===== src/rtl/rsa_pkg.sv =====
// ---------------------------------------------------------------------------
// rsa_pkg
//   Types shared by the RSA datapath blocks.
//   mul_state_e : control states of the sequential multiply-accumulate
//                 (IDLE accepts operands, RUN iterates, DONE holds result).
// ---------------------------------------------------------------------------
package rsa_pkg;

  typedef enum logic [1:0] {
    IDLE = 2'd0,
    RUN  = 2'd1,
    DONE = 2'd2
  } mul_state_e;

endpackage


===== src/rtl/mul_add_seq.sv =====
// ---------------------------------------------------------------------------
// mul_add_seq
//   Sequential shift-add multiply-accumulate, P = Q*N + R.
//   Rebuilds a dividend from quotient/divisor/remainder and serves the product
//   steps of modular exponentiation. One multiplier bit per cycle, always
//   WIDTH iterations regardless of operand values (constant time).
//
// Ports
//   clk_i        in   1        clock, rising edge
//   rst_ni       in   1        asynchronous reset, active low
//   in_valid_i   in   1        q_i/n_i/r_i valid
//   in_ready_o   out  1        operands can be accepted (IDLE)
//   q_i          in   WIDTH    multiplier (quotient)
//   n_i          in   WIDTH    multiplicand (divisor/modulus)
//   r_i          in   WIDTH    addend (remainder)
//   out_valid_o  out  1        p_o holds the final result (DONE)
//   out_ready_i  in   1        consumer accepts p_o
//   p_o          out  2*WIDTH  Q*N+R while out_valid_o, else 0
//   busy_o       out  1        operation in flight (RUN or DONE)
// ---------------------------------------------------------------------------
module mul_add_seq
  import rsa_pkg::*;
#(
  parameter int WIDTH = 32
) (
  input  logic               clk_i,
  input  logic               rst_ni,
  input  logic               in_valid_i,
  output logic               in_ready_o,
  input  logic [WIDTH-1:0]   q_i,
  input  logic [WIDTH-1:0]   n_i,
  input  logic [WIDTH-1:0]   r_i,
  output logic               out_valid_o,
  input  logic               out_ready_i,
  output logic [2*WIDTH-1:0] p_o,
  output logic               busy_o
);

  localparam int              CNT_W    = $clog2(WIDTH);
  localparam logic [CNT_W-1:0] CNT_LAST = CNT_W'(WIDTH - 1);

  mul_state_e         state_q,  state_d;
  logic [2*WIDTH-1:0] acc_q,    acc_d;
  logic [2*WIDTH-1:0] mcand_q,  mcand_d;
  logic [WIDTH-1:0]   mplier_q, mplier_d;
  logic [CNT_W-1:0]   cnt_q,    cnt_d;

  always_ff @(posedge clk_i or negedge rst_ni) begin
    if (!rst_ni) begin
      state_q  <= IDLE;
      acc_q    <= '0;
      mcand_q  <= '0;
      mplier_q <= '0;
      cnt_q    <= '0;
    end else begin
      state_q  <= state_d;
      acc_q    <= acc_d;
      mcand_q  <= mcand_d;
      mplier_q <= mplier_d;
      cnt_q    <= cnt_d;
    end
  end

  always_comb begin
    state_d  = state_q;
    acc_d    = acc_q;
    mcand_d  = mcand_q;
    mplier_d = mplier_q;
    cnt_d    = cnt_q;

    unique case (state_q)
      IDLE: begin
        // Handshake inputs are only looked at here, so X on in_valid_i in
        // RUN/DONE cannot disturb the datapath.
        if (in_valid_i) begin
          acc_d    = {{WIDTH{1'b0}}, r_i};
          mcand_d  = {{WIDTH{1'b0}}, n_i};
          mplier_d = q_i;
          cnt_d    = '0;
          state_d  = RUN;
        end
      end

      RUN: begin
        // Max result is 2^(2W)-2^W, so the 2W-bit sum never carries out.
        if (mplier_q[0]) begin
          acc_d = acc_q + mcand_q;
        end
        mcand_d  = mcand_q << 1;
        mplier_d = mplier_q >> 1;
        // Fixed WIDTH iterations; the counter is parked at 0 rather than
        // allowed to wrap so non-power-of-two widths behave identically.
        if (cnt_q == CNT_LAST) begin
          cnt_d   = '0;
          state_d = DONE;
        end else begin
          cnt_d = cnt_q + CNT_W'(1);
        end
      end

      DONE: begin
        // A coincident in_valid_i is deliberately not taken here; the new
        // operands are accepted from IDLE on the following edge.
        if (out_ready_i) begin
          state_d = IDLE;
        end
      end

      default: begin
        state_d = IDLE;
      end
    endcase
  end

  assign in_ready_o  = (state_q == IDLE);
  assign out_valid_o = (state_q == DONE);
  assign busy_o      = (state_q == RUN) || (state_q == DONE);
  assign p_o         = out_valid_o ? acc_q : '0;

endmodule


===== config.mk =====
export PLATFORM = sky130hd
export DESIGN_NAME = mul_add_seq
export DESIGN_NICKNAME = d
export VERILOG_FILES = /design/src/rtl/rsa_pkg.sv /design/src/rtl/mul_add_seq.sv
export SDC_FILE = /design/constraint.sdc
export NUM_CORES = 1
export LEC_CHECK = 0
export ABC_AREA = 1
export BUFFER_PORTS_ARGS = -buffer_cell sky130_fd_sc_hd__buf_2
export CORE_MARGIN = 2
export CORE_UTILIZATION = 54
export CTS_CLUSTER_DIAMETER = 120
export DETAILED_ROUTE_END_ITERATION = 12
export PLACE_DENSITY = 0.75
export SLEW_MARGIN = 20
export SYNTH_ARGS = -nofsm -noshare
export SYNTH_HDL_FRONTEND = slang
export SYNTH_SLANG_ARGS = --single-unit

===== constraint.sdc =====
create_clock -name clk_i -period 5.6 [get_ports clk_i]
set_input_delay 1.4 -clock clk_i [delete_from_list [all_inputs] [get_ports clk_i]]
set_output_delay 1.4 -clock clk_i [all_outputs]
set_load 0.1 [all_outputs]

# ---- Word-level counts from Yosys, hierarchy flattened
# Cells that the tools add are included.
dict set report word_totals {
  regBits 167
  input_bits 100
  out_inout_bits 67
  wordCells 35
}
dict set report classes {
  add_sub_neg 2
  n_eq_ne 7
  n_mux 15
  reduce_logical 6
}
# op n
set ops {}
lappend ops {{64-bit 2-to-1 mux} 4}
lappend ops {{64-bit one-hot mux with 2 select lines} 2}
lappend ops {{64-bit adder} 1}
lappend ops {{32-bit one-hot mux with 2 select lines} 1}
lappend ops {{32-bit 2-to-1 mux} 1}
lappend ops {{5-bit 2-to-1 mux} 2}
lappend ops {{5-bit one-hot mux with 2 select lines} 1}
lappend ops {{2-bit 2-to-1 mux} 3}
lappend ops {{2-bit != test (second input constant)} 3}
lappend ops {{2-bit one-hot mux with 3 select lines} 1}
lappend ops {{3-bit AND reduction} 2}
lappend ops {{5-bit by 1-bit adder with 5-bit output (second input constant)} 1}
lappend ops {{5-bit == test (second input constant)} 1}
lappend ops {{2-bit by 1-bit == test with 1-bit output (second input constant)} 1}
lappend ops {{2-bit == test (second input constant)} 1}
lappend ops {{2-bit zero test} 1}
lappend ops {{2-bit by 1-bit != test with 1-bit output (second input constant)} 1}
lappend ops {{2-bit AND reduction} 1}
lappend ops {{2-bit nonzero test} 1}
lappend ops {{1-bit logical OR} 1}

# ---- Logic depth before layout (Yosys ltp)
# Gate-level depths: netlist of the first run.
dict set report logic_depth {
  depth_word 3
  depth_mapped 16
  depth_no_buf 16
}

# ---- Least setup slack after synthesis of the first run
# Ideal clock, no wire load.
dict set report synth_path {
  path_kind {flip-flop to output port}
  start {register state_q[0]}
  end {output port p_o[10]}
  t_arrival_ns 2.546
  required_ns 4.200
  setup_slack_ns 1.654
  stages_incl_launch_ff 7
  n_path_buf 2
  path_cell_list {dfrtp_1 -> inv_1 -> ha_1 -> clkbuf_1 -> clkbuf_1 -> nand2_1 -> inv_1}
}
dict set report synth_between {
  elab_chain_len 2
}
# element line_no
set synth_lines {}
lappend synth_lines {{start, declared} mul_add_seq.sv:42} ;# mul_state_e state_q, state_d;
lappend synth_lines {{start signal, assigned} mul_add_seq.sv:56} ;# state_q <= state_d;
lappend synth_lines {{2-bit == test} mul_add_seq.sv:116} ;# assign out_valid_o = (state_q == DONE);
lappend synth_lines {{named net out_valid_o} mul_add_seq.sv:33} ;# output logic out_valid_o,
lappend synth_lines {{64-bit 2-to-1 mux} mul_add_seq.sv:118} ;# assign p_o = out_valid_o ? acc_q : '0;
lappend synth_lines {{end, declared} mul_add_seq.sv:35} ;# output logic [2*WIDTH-1:0] p_o,
# The timed path passes the listed nets, and every way through them passes these cells.

# ---- Worst setup path in the final report of the first run
dict set report layout_path {
  start {register state_q[0]}
  end {output port p_o[34]}
}
dict set report layout_between {
  elab_chain_len 2
}
# element line_no
set layout_lines {}
lappend layout_lines {{2-bit == test} mul_add_seq.sv:116}
lappend layout_lines {{64-bit 2-to-1 mux} mul_add_seq.sv:118}
# No other way between the ends.

==> flow_metrics.py, run 1 <==
metrics = {
    "worst_setup_path": {
        "critical_path.slowest_cell": "ha_2",
        "critPathMaxStageDelay_ps": 770,
        "rr_worst_depth": 10,
        "critPathArrivalTime_ps": 2780,
        "setup.reg_to_reg.worst_slack_ps": 2430,
        "cp_common_cell": "inv_1",
        "worst_setup_path_startpoint": "state_q[0]$_DFFE_PN0P_",
        "worst-path-buf-inv": 4,
        "setup.worst_path.class": "flop to primary output",
        "r2r-end": "mcand_q[1]$_DFFE_PN0P_",
        "worstSetupStartpointType": "flop",
        "cp_data_required_time_ps": 4200,
        "timing.critical_path.max_delay_family": "buffers and inverters",
        "critPathMaxFanout": 38,
        "launching_point_of_the_worst_reg2reg_path": "state_q[0]$_DFFE_PN0P_",
        "timing.critical_path.cells": "inv_1 -> ha_2 -> buf_4 -> nand2_1 -> inv_1 -> buf_2",
        "path_depth": 6,
        "end_point_of_the_critical_path": "p_o[34]",
        "timing.critical_path.to_type": "primary output",
    },
    "sta": {
        "final.setup.tns_ps": 0,
        "timing.slew.headroom_pct": 38.6,
        "hold_slack_ps": 495,
        "rsz_0062_raised_after_global_routing": "no",
        "finalCriticalPeriod_ps": 4180,
        "setup_violations": 0,
        "hold_fails_final_rpt": 0,
        "worst-slew-pin-transition_ps": 921,
        "fmax_mhz": 239,
        "drv_slew": 0,
        "period_share_pct": 74.7,
        "clock-skew-final_ps": 17.8,
    },
    "cts": {
        "clk_transition_reported_paths_ps": 80,
        "cts_root_buf": "clkbuf_16",
        "post-cts-setup-buffer-count": 0,
        "cts_htree_levels": 4,
        "cts.sink_count": 167,
        "cts.hold.buffers_added": 0,
        "clk_latency_ps": 450,
        "cts.path.max_buffers": 2,
        "post_cts.resized_instances": 0,
        "cts_tree": "yes",
        "cts_inserted_buffers": 17,
    },
    "layout": {
        "multi_input_comb_area_sq_mm": 0.00742,
        "num-fill-cells": 2522,
        "layout_nets": 2546,
        "area_overhead_vs_synth_pct": 12.2,
        "drive_gt1_share_pct": 10.7,
        "diodes": 0,
        "layout.area.seq_sq_mm": 0.00418,
    },
    "global_routing": {
        "track_usage_pct": 32.2,
        "grt_pass1_vias": 12700,
        "gr_ovfl_total": 0,
        "grt_start_max_net_pins": 96,
        "first_pass_grt_wire_length_mm": 65.8,
        "antenna_found_initial": 0,
    },
    "floorplan": {
        "core_area_sq_mm": 0.0250,
        "design.die.area_sq_mm": 0.0265,
        "die-width_microns": 163,
        "ioPinCount": 167,
        "floorplan_die_height_microns": 163,
        "row_count": 58,
        "floorplan.initialDensity_pct": 54.5,
    },
    "pwr": {
        "pwr_density_cell_mw_per_mm2": 580,
        "worst_case_vdd_ir_drop_uv": 377,
        "power.leakage_nw": 9.28,
    },
    "yosys": {
        "netlist_area_sq_mm": 0.0136,
        "synth-edff-count": 0,
        "synth_sequential_area_ratio_pct": 30.7,
        "avgSynthCellArea_sq_um": 6.04,
        "synth-async-reset-ratio_pct": 100,
        "ys.warnings.count": 0,
        "netlist_instances": 2249,
        "yosys_most_used_dff": "dfrtp_1",
        "ys_seq_elements": 167,
        "synth.net_count": 2418,
        "number_of_distinct_standard_cells_referenced_by_the_synthesized_netlist": 39,
    },
    "placed_design": {
        "gp_routability_congestion": 0.977,
        "dp_hpwl_mm": 32.9,
        "io_buffers": 166,
    },
    "job": {
        "timing.max_cap.violations": 0,
    },
    "route": {
        "detail_route.wirelength_mm": 42.0,
        "drt_first_iter_violations": 1447,
        "antenna_violating_nets_left": 0,
        "route.detailed.drc": 0,
        "post_drt_via_cell_ratio": 5.16,
        "post_drt_wl_per_cell_microns": 15.5,
        "drt_pre_antenna_iters": 6,
        "total_number_of_vias": 14000,
    },
    "worst_hold_path": {
        "worst_hold_path_type": "flop to flop",
    },
    "outcome": {
        "run_status": "finished, final reports clean",
    },
}
stage by stage:
step	instances	cell area [sq um]	utilization, %	power [mW]	setup WS (ps)
after floorplan	2249	13600	-	6.14	1650
after global placement	2688	14600	58.7	7.38	1880
after detailed placement	2688	14600	58.7	7.49	1830
after CTS	2720	15300	61.1	8.77	1450
after global routing	2720	15300	61.1	9.56	1290
final	2720	15300	61.1	8.84	1420
layout make-up:
| cell class | count | area share [%] |
|---|---|---|
| Multi-Input combinational cell | 1560 | 48.7 |
| Sequential cell | 167 | 27.4 |
| Inverter | 456 | 11.3 |
| Timing Repair Buffer | 175 | 6.01 |
| Clock buffer | 18 | 2.88 |
| Tap cell | 330 | 2.71 |
| Clock inverter | 14 | 1.10 |
placed cells by master (no fill, tap or decap), types with 10 or more instances in the layout:
cell | netlist | layout
o21ai_1 | 46 | 46
nor2_1 | 189 | 189
a21oi_1 | 70 | 70
o211ai_1 | 31 | 31
o21ai_0 | 47 | 47
clkbuf_16 | 0 | 17
nand2_2 | 10 | 10
nand4_1 | 15 | 15
o31ai_1 | 16 | 16
ha_1 | 68 | 66
xor2_1 | 16 | 16
inv_1 | 450 | 449
nand3_1 | 85 | 85
buf_2 | 15 | 165
a31oi_1 | 33 | 33
nand2_1 | 882 | 882
dfrtp_1 | 167 | 167
cell families (layout without fill, tap and decap cells):
kind of cell	after synthesis	in the layout	share of synthesized area (%)
fa+ha+maj	69	69	6.41
compound gates	256	256	10.9
xor+xnor	18	18	1.16
flops	167	167	30.7
buf+inv	522	663	14.9
simple gates	1217	1217	35.9
routing by layer:
layer	global-route usage (%)	vias up	part of all wire, %
li1	-	7111	-
met1	48.1	6374	47
met2	48.9	506	42
met3	4.86	55	9.0
met4	8.09	0	1.8
met5	0	-	0
state kept, by name (all words and copies together) (netlist names):
name / cells
state_q: 2
cnt_q: 5
mcand_q: 64
mplier_q: 32
acc_q: 64
Yosys cell counts, types with 2 or more instances:
cell type  count  area share [%]
nand2_2       10            0.46
nand2_1      882              24
a21oi_1       70             2.6
o21bai_1       2            0.11
o21ai_0       47             1.7
clkbuf_1      40             1.1
dfrtp_1      167              31
xnor2_1        2            0.13
o21ai_1       46             1.7
o211ai_1      31             1.7
o31ai_1       16            0.88
nand3_2        9            0.66
nor2_2         9            0.41
nand3_1       85             3.1
buf_1          4            0.11
inv_2          5            0.14
nor3_2         6            0.44
ha_1          68             6.3
xor2_1        16             1.0
nor2_1       189             5.2
a31oi_1       33             1.5
buf_6          4            0.33
buf_2         15            0.55
nand4_1       15            0.69
inv_1        450              12
buf_4          3            0.17
o21a_1         2            0.11
nor3_1         8            0.29
o221ai_1       5            0.32
worst min path at each step:
stage,start,endpoint,cells after the start
2_1_floorplan,cnt_q[4]$_DFFE_PN0P_,cnt_q[4]$_DFFE_PN0P_,2
3_3_place_gp,cnt_q[4]$_DFFE_PN0P_,cnt_q[4]$_DFFE_PN0P_,2
3_5_place_dp,cnt_q[4]$_DFFE_PN0P_,cnt_q[4]$_DFFE_PN0P_,2
4_1_cts,cnt_q[4]$_DFFE_PN0P_,cnt_q[4]$_DFFE_PN0P_,2
5_1_grt,cnt_q[4]$_DFFE_PN0P_,cnt_q[4]$_DFFE_PN0P_,2
6_report,cnt_q[4]$_DFFE_PN0P_,cnt_q[4]$_DFFE_PN0P_,2
worst reg2reg max path, cell delays in order, from the launching register on:
cell,delay [ps]
dfrtp_1,410
inv_1,90
ha_1,290
inv_1,100
or2_1,610
o21ai_4,150
buf_4,300
inv_4,510
buf_12,350
o211ai_1,180
o21ai_0,110
power breakdown:
group	leakage, nW	total, mW	internal, mW	switching, mW
clock network	0.299	1.27	0.623	0.642
logic	6.88	5.59	1.57	4.02
registers	2.10	1.99	1.62	0.366
total	9.28	8.84	3.81	5.03
(Power assumes the default switching activity.)
==> run 2: changes to the inputs <==
PLACE_DENSITY = 0.78   (was 0.75)
clock period = 3.6 ns   (was 5.6 ns; I/O delays follow)
==> run 2 against run 1 <==
Effect of this change:
- clock power increased by 53%
- critical path type unchanged
- clock skew rose by 1.8 ps
- worst setup slack got worse by 920 ps
- highest routed layer is now met5
==> flow_metrics.py, run 2 (same netlist as run 1, synthesis figures left out) <==
metrics = {
    "sta": {
        "finalCriticalPeriod_ps": 3100,
        "worst-slew-pin-transition_ps": 772,
        "rsz_0062_raised_after_global_routing": "no",
        "drv_slew": 0,
        "setup_slack_ps": 498,
        "fmax_mhz": 322,
        "setup_violations": 0,
        "timing.slew.headroom_pct": 48.5,
        "period_share_pct": 86.2,
        "hold_slack_ps": 430,
        "final.setup.tns_ps": 0,
        "hold_fails_final_rpt": 0,
        "clock-skew-final_ps": 19.6,
    },
    "layout": {
        "non_filler_instance_count_after_layout": 2728,
        "drive_gt1_share_pct": 10.9,
        "top_regs": "acc_q (64), mcand_q (64), mplier_q (32)",
        "area_overhead_vs_synth_pct": 12.9,
        "final_cell_mix": "nand2_1 (882), inv_1 (449), nor2_1 (189), dfrtp_1 (167), buf_2 (165)",
        "num-fill-cells": 2492,
        "mostFrequentLayoutCell": "nand2_1",
        "final_area_sq_mm": 0.0153,
        "layout_nets": 2553,
    },
    "floorplan": {
        "floorplan.initialDensity_pct": 54.5,
        "design.die.area_sq_mm": 0.0265,
        "ioPinCount": 167,
        "floorplan_die_height_microns": 163,
        "core_area_sq_mm": 0.0250,
        "row_count": 58,
        "die-width_microns": 163,
    },
    "worst_setup_path": {
        "setup.worst_path.class": "flop to primary output",
        "critPathMaxFanout": 44,
        "cp_data_required_time_ps": 2700,
        "rr_worst_depth": 10,
        "setup.reg_to_reg.worst_slack_ps": 1050,
        "r2r-end": "acc_q[25]$_DFFE_PN0P_",
        "timing.critical_path.to_type": "primary output",
        "launching_point_of_the_worst_reg2reg_path": "state_q[0]$_DFFE_PN0P_",
        "worstSetupStartpointType": "flop",
        "critPathArrivalTime_ps": 2200,
    },
    "pwr": {
        "pwr_density_cell_mw_per_mm2": 910,
        "power.leakage_nw": 9.32,
        "worst_case_vdd_ir_drop_uv": 794,
    },
    "cts": {
        "post-cts-setup-buffer-count": 0,
        "clk_latency_ps": 450,
        "cts_root_buf": "clkbuf_16",
        "clk_transition_reported_paths_ps": 80,
        "post_cts.resized_instances": 0,
        "cts_htree_levels": 4,
        "cts_inserted_buffers": 17,
        "cts.hold.buffers_added": 0,
        "cts_tree": "yes",
        "cts.sink_count": 167,
        "cts.path.max_buffers": 2,
    },
    "global_routing": {
        "track_usage_pct": 33.6,
        "first_pass_grt_wire_length_mm": 68.3,
        "grt_pass1_vias": 13000,
        "antenna_found_initial": 3,
        "grt_start_max_net_pins": 81,
        "gr_ovfl_total": 0,
    },
    "worst_hold_path": {
        "worst_hold_path_type": "input pin to async pin",
    },
    "placed_design": {
        "numPlacedInstances": 2695,
        "io_buffers": 166,
        "dp_hpwl_mm": 34.2,
        "place_ws_ps": 979,
        "gp_routability_congestion": 1.00,
        "detailed_place.area_sq_mm": 0.0148,
    },
    "route": {
        "drt_pre_antenna_iters": 8,
        "route.detailed.drc": 0,
        "antenna_violating_nets_left": 0,
        "drt_first_iter_violations": 1387,
        "total_number_of_vias": 14100,
        "post_drt_wl_per_cell_microns": 16.0,
        "post_drt_via_cell_ratio": 5.18,
        "detail_route.wirelength_mm": 43.8,
    },
    "outcome": {
        "run_status": "finished, final reports clean",
    },
    "job": {
        "timing.max_cap.violations": 0,
    },
}
[run 2: report_power, final]
group          switching (mW)  leakage (nW)  internal (mW)
clock network           0.988         0.291          0.954
registers               0.570          2.10           2.52
logic                    6.39          6.93           2.54
total                    7.95          9.32           6.01
[run 2: worst max-delay path by stage]
stage                                 startpoint               endpoint
after CTS                 state_q[0]$_DFFE_PN0P_                p_o[10]
after floorplan           state_q[0]$_DFFE_PN0P_                p_o[10]
after detailed placement  state_q[0]$_DFFE_PN0P_                p_o[10]
final                     state_q[0]$_DFFE_PN0P_                p_o[10]
after global placement                in_valid_i  acc_q[28]$_DFFE_PN0P_
after global routing      state_q[0]$_DFFE_PN0P_                 p_o[9]
[run 2: final cells by class]
cell class              count  area [sq um]  share of cell area, %
clock buffers              18           439                   2.86
multi-input cells        1560          7420                   48.4
flip-flops and latches    167          4180                   27.2
repair buffers            182          1020                   6.64
inverters                 456          1720                   11.2
diodes                      1          2.50                 0.0163
well taps                 330           413                   2.69
clock inverters            14           155                   1.01
[run 2: per-stage QoR]
step           util (%)  power [mW]
5_1_grt            61.5        15.1
2_1_floorplan         -        9.56
3_3_place_gp       59.1        11.8
6_report           61.5        14.0
3_5_place_dp       59.1        11.9
4_1_cts            61.5        13.9
[run 2: metal layers]
| layer | GRT usage (%) | share of wire, % | up-vias |
|---|---|---|---|
| li1 | - | - | 7120 |
| met2 | 50.6 | 43 | 511 |
| met1 | 49.5 | 46 | 6421 |
| met3 | 5.58 | 8.7 | 70 |
| met4 | 10.3 | 2.5 | 2 |
| met5 | 0 | 0.030 | - |
[run 2: critical path: stages, from the launching register on]
cell,delay [ps]
dfrtp_1,430
inv_1,100
ha_2,180
buf_4,390
nand2_1,110
inv_1,70
buf_2,410
==> run 3: changes to the inputs <==
CELL_PAD_IN_SITES_DETAIL_PLACEMENT = 0   (was not set)
CELL_PAD_IN_SITES_GLOBAL_PLACEMENT = 2   (was not set)
CORE_UTILIZATION = 28   (was 54)
CTS_CLUSTER_SIZE = 24   (was not set)
PLACE_DENSITY = not set   (was 0.78)
PLACE_DENSITY_LB_ADDON = 0.1   (was not set)
==> run 3 against run 2 <==
Effect of this change:
- die area rose by 90%
- maximum frequency down 2.1%
- largest power group unchanged
- sequential cell count is the same
- combinational power grew 5.6%
- global-route usage is 12 points lower
- sequential power fell by 4%
==> flow_metrics.py, run 3 (same netlist as run 1, synthesis figures left out) <==
metrics = {
    "layout": {
        "layout_nets": 2553,
        "final_cell_mix": "nand2_1 (882), inv_1 (449), nor2_1 (189), dfrtp_1 (167), buf_2 (165)",
        "layout.area.seq_sq_mm": 0.00418,
        "mostFrequentLayoutCell": "nand2_1",
        "num-fill-cells": 5402,
        "area_overhead_vs_synth_pct": 15.8,
        "multi_input_comb_area_sq_mm": 0.00742,
        "top_regs": "acc_q (64), mcand_q (64), mplier_q (32)",
        "final_area_sq_mm": 0.0157,
        "drive_gt1_share_pct": 10.9,
    },
    "cts": {
        "cts.sink_count": 167,
        "post-cts-setup-buffer-count": 0,
        "cts_htree_levels": 4,
        "clk_transition_reported_paths_ps": 80,
        "cts_inserted_buffers": 17,
        "cts_root_buf": "clkbuf_16",
        "cts_tree": "yes",
        "post_cts.resized_instances": 0,
        "clk_latency_ps": 510,
        "cts.hold.buffers_added": 0,
        "cts.path.max_buffers": 2,
    },
    "pwr": {
        "switching_power_mw": 8.32,
        "worst_case_vdd_ir_drop_uv": 642,
        "intPower_mw": 6.13,
        "pwr_density_cell_mw_per_mm2": 918,
        "combinationalPowerShare_pct": 65.3,
        "post-layout-total-power_mw": 14.5,
        "power.sequential.fraction_pct": 20.6,
        "swShare_pct": 57.6,
        "p_clk_share_pct": 14.1,
        "power.leakage_nw": 9.33,
    },
    "floorplan": {
        "die-width_microns": 224,
        "row_count": 80,
        "design.die.area_sq_mm": 0.0503,
        "ioPinCount": 167,
        "floorplan_die_height_microns": 224,
        "core_area_sq_mm": 0.0478,
        "floorplan.initialDensity_pct": 28.4,
    },
    "global_routing": {
        "grt_start_max_net_pins": 97,
        "gr-usage-met1_pct": 31.4,
        "grtUsageMet3_pct": 3.66,
        "first_pass_grt_wire_length_mm": 81.2,
        "track_usage_pct": 21.6,
        "antenna_found_initial": 4,
        "grt_pass1_vias": 13600,
        "gr_ovfl_total": 0,
        "gr-max-usage-layer": "met2",
        "grt.met2_usage_pct": 32.7,
    },
    "sta": {
        "finalCriticalPeriod_ps": 3170,
        "rsz_0062_raised_after_global_routing": "no",
        "hold_fails_final_rpt": 0,
        "fmax_mhz": 316,
        "clock-skew-final_ps": 21.5,
        "drv_slew": 0,
        "final.setup.tns_ps": 0,
        "period_share_pct": 88.0,
        "timing.slew.headroom_pct": 61.0,
        "setup_violations": 0,
        "worst-slew-pin-transition_ps": 586,
    },
    "worst_hold_path": {
        "worst_hold_path_type": "input pin to async pin",
    },
    "worst_setup_path": {
        "cp_data_required_time_ps": 2700,
        "timing.critical_path.to_type": "primary output",
        "critPathMaxFanout": 35,
        "setup.worst_path.class": "flop to primary output",
        "worstSetupStartpointType": "flop",
        "critPathArrivalTime_ps": 2270,
    },
    "route": {
        "antenna_violating_nets_left": 0,
        "drt_first_iter_violations": 999,
        "drt_pre_antenna_iters": 6,
        "total_number_of_vias": 13900,
        "post_drt_via_cell_ratio": 4.60,
        "route.detailed.drc": 0,
        "post_drt_wl_per_cell_microns": 17.5,
        "detail_route.wirelength_mm": 52.9,
    },
    "job": {
        "timing.max_cap.violations": 0,
    },
    "placed_design": {
        "io_buffers": 166,
        "gp_routability_congestion": 0.921,
        "dp_hpwl_mm": 42.2,
        "detailed_place.area_sq_mm": 0.0151,
    },
    "outcome": {
        "run_status": "finished, final reports clean",
    },
}
run 3: cell types whose count changed in the layout (fill, tap and decap cells not counted), moves of 2 or more:
| cell | delta |
|---|---|
| inv_6 | +3 |
| bufinv_16 | +2 |
| inv_8 | -2 |
| clkinv_8 | -2 |
run 3: worst max-delay path: stages (launching register included):
cell and delay [ps]:
dfrtp_1 430, inv_1 100, ha_2 180, buf_4 390, nand2_1 110, inv_1 110, buf_2 430
run 3: cell type report:
| type | count | share of cell area, % |
|---|---|---|
| multi-input combinational | 1560 | 47.2 |
| clock inverter | 14 | 1.14 |
| sequential | 167 | 26.6 |
| antenna | 2 | 0.0318 |
| clock buffer | 18 | 2.73 |
| inverter | 456 | 10.9 |
| timing repair buffer | 182 | 6.57 |
| tap | 615 | 4.89 |
run 3: metrics by stage:
step | hold slack (ps) | worst slack, ps | util (%) | cells
finish | 383 | 432 | 32.9 | 3014
global route | 394 | 297 | 32.9 | 3013
CTS | 362 | 370 | 32.9 | 3012
detailed placement | 469 | 952 | 31.6 | 2980
global placement | 462 | 911 | 31.6 | 2980
floorplan | 448 | 154 | - | 2249
run 3: worst paths after layout:
check | start | to | slack [ps] | cells past startpoint
min | rst_ni | acc_q[14]$_DFFE_PN0P_ | 380 | 1
max reg2reg | acc_q[19]$_DFFE_PN0P_ | acc_q[52]$_DFFE_PN0P_ | 870 | 12
max | state_q[0]$_DFFE_PN0P_ | p_o[27] | 430 | 6
min reg2reg | cnt_q[4]$_DFFE_PN0P_ | cnt_q[4]$_DFFE_PN0P_ | 490 | 2
max in group asynchronous | rst_ni | acc_q[4]$_DFFE_PN0P_ | 2470 | 2
min in group clk_i | cnt_q[4]$_DFFE_PN0P_ | cnt_q[4]$_DFFE_PN0P_ | 490 | 2
run 3: metal layers:
metal	routed length, microns	up-vias
met5	24	-
met4	1010	4
met3	2190	50
met2	22300	251
met1	27400	6444
li1	-	7121
run 3: power by group through the flow:
stage	logic [mW]	clock network, mW	registers [mW]
after floorplan	6.71	0	2.84
after global placement	9.49	0	3.01
after detailed placement	9.47	0	3.02
after CTS	9.51	2.12	2.99
after global routing	10.6	2.17	3.07
final	9.43	2.04	2.98
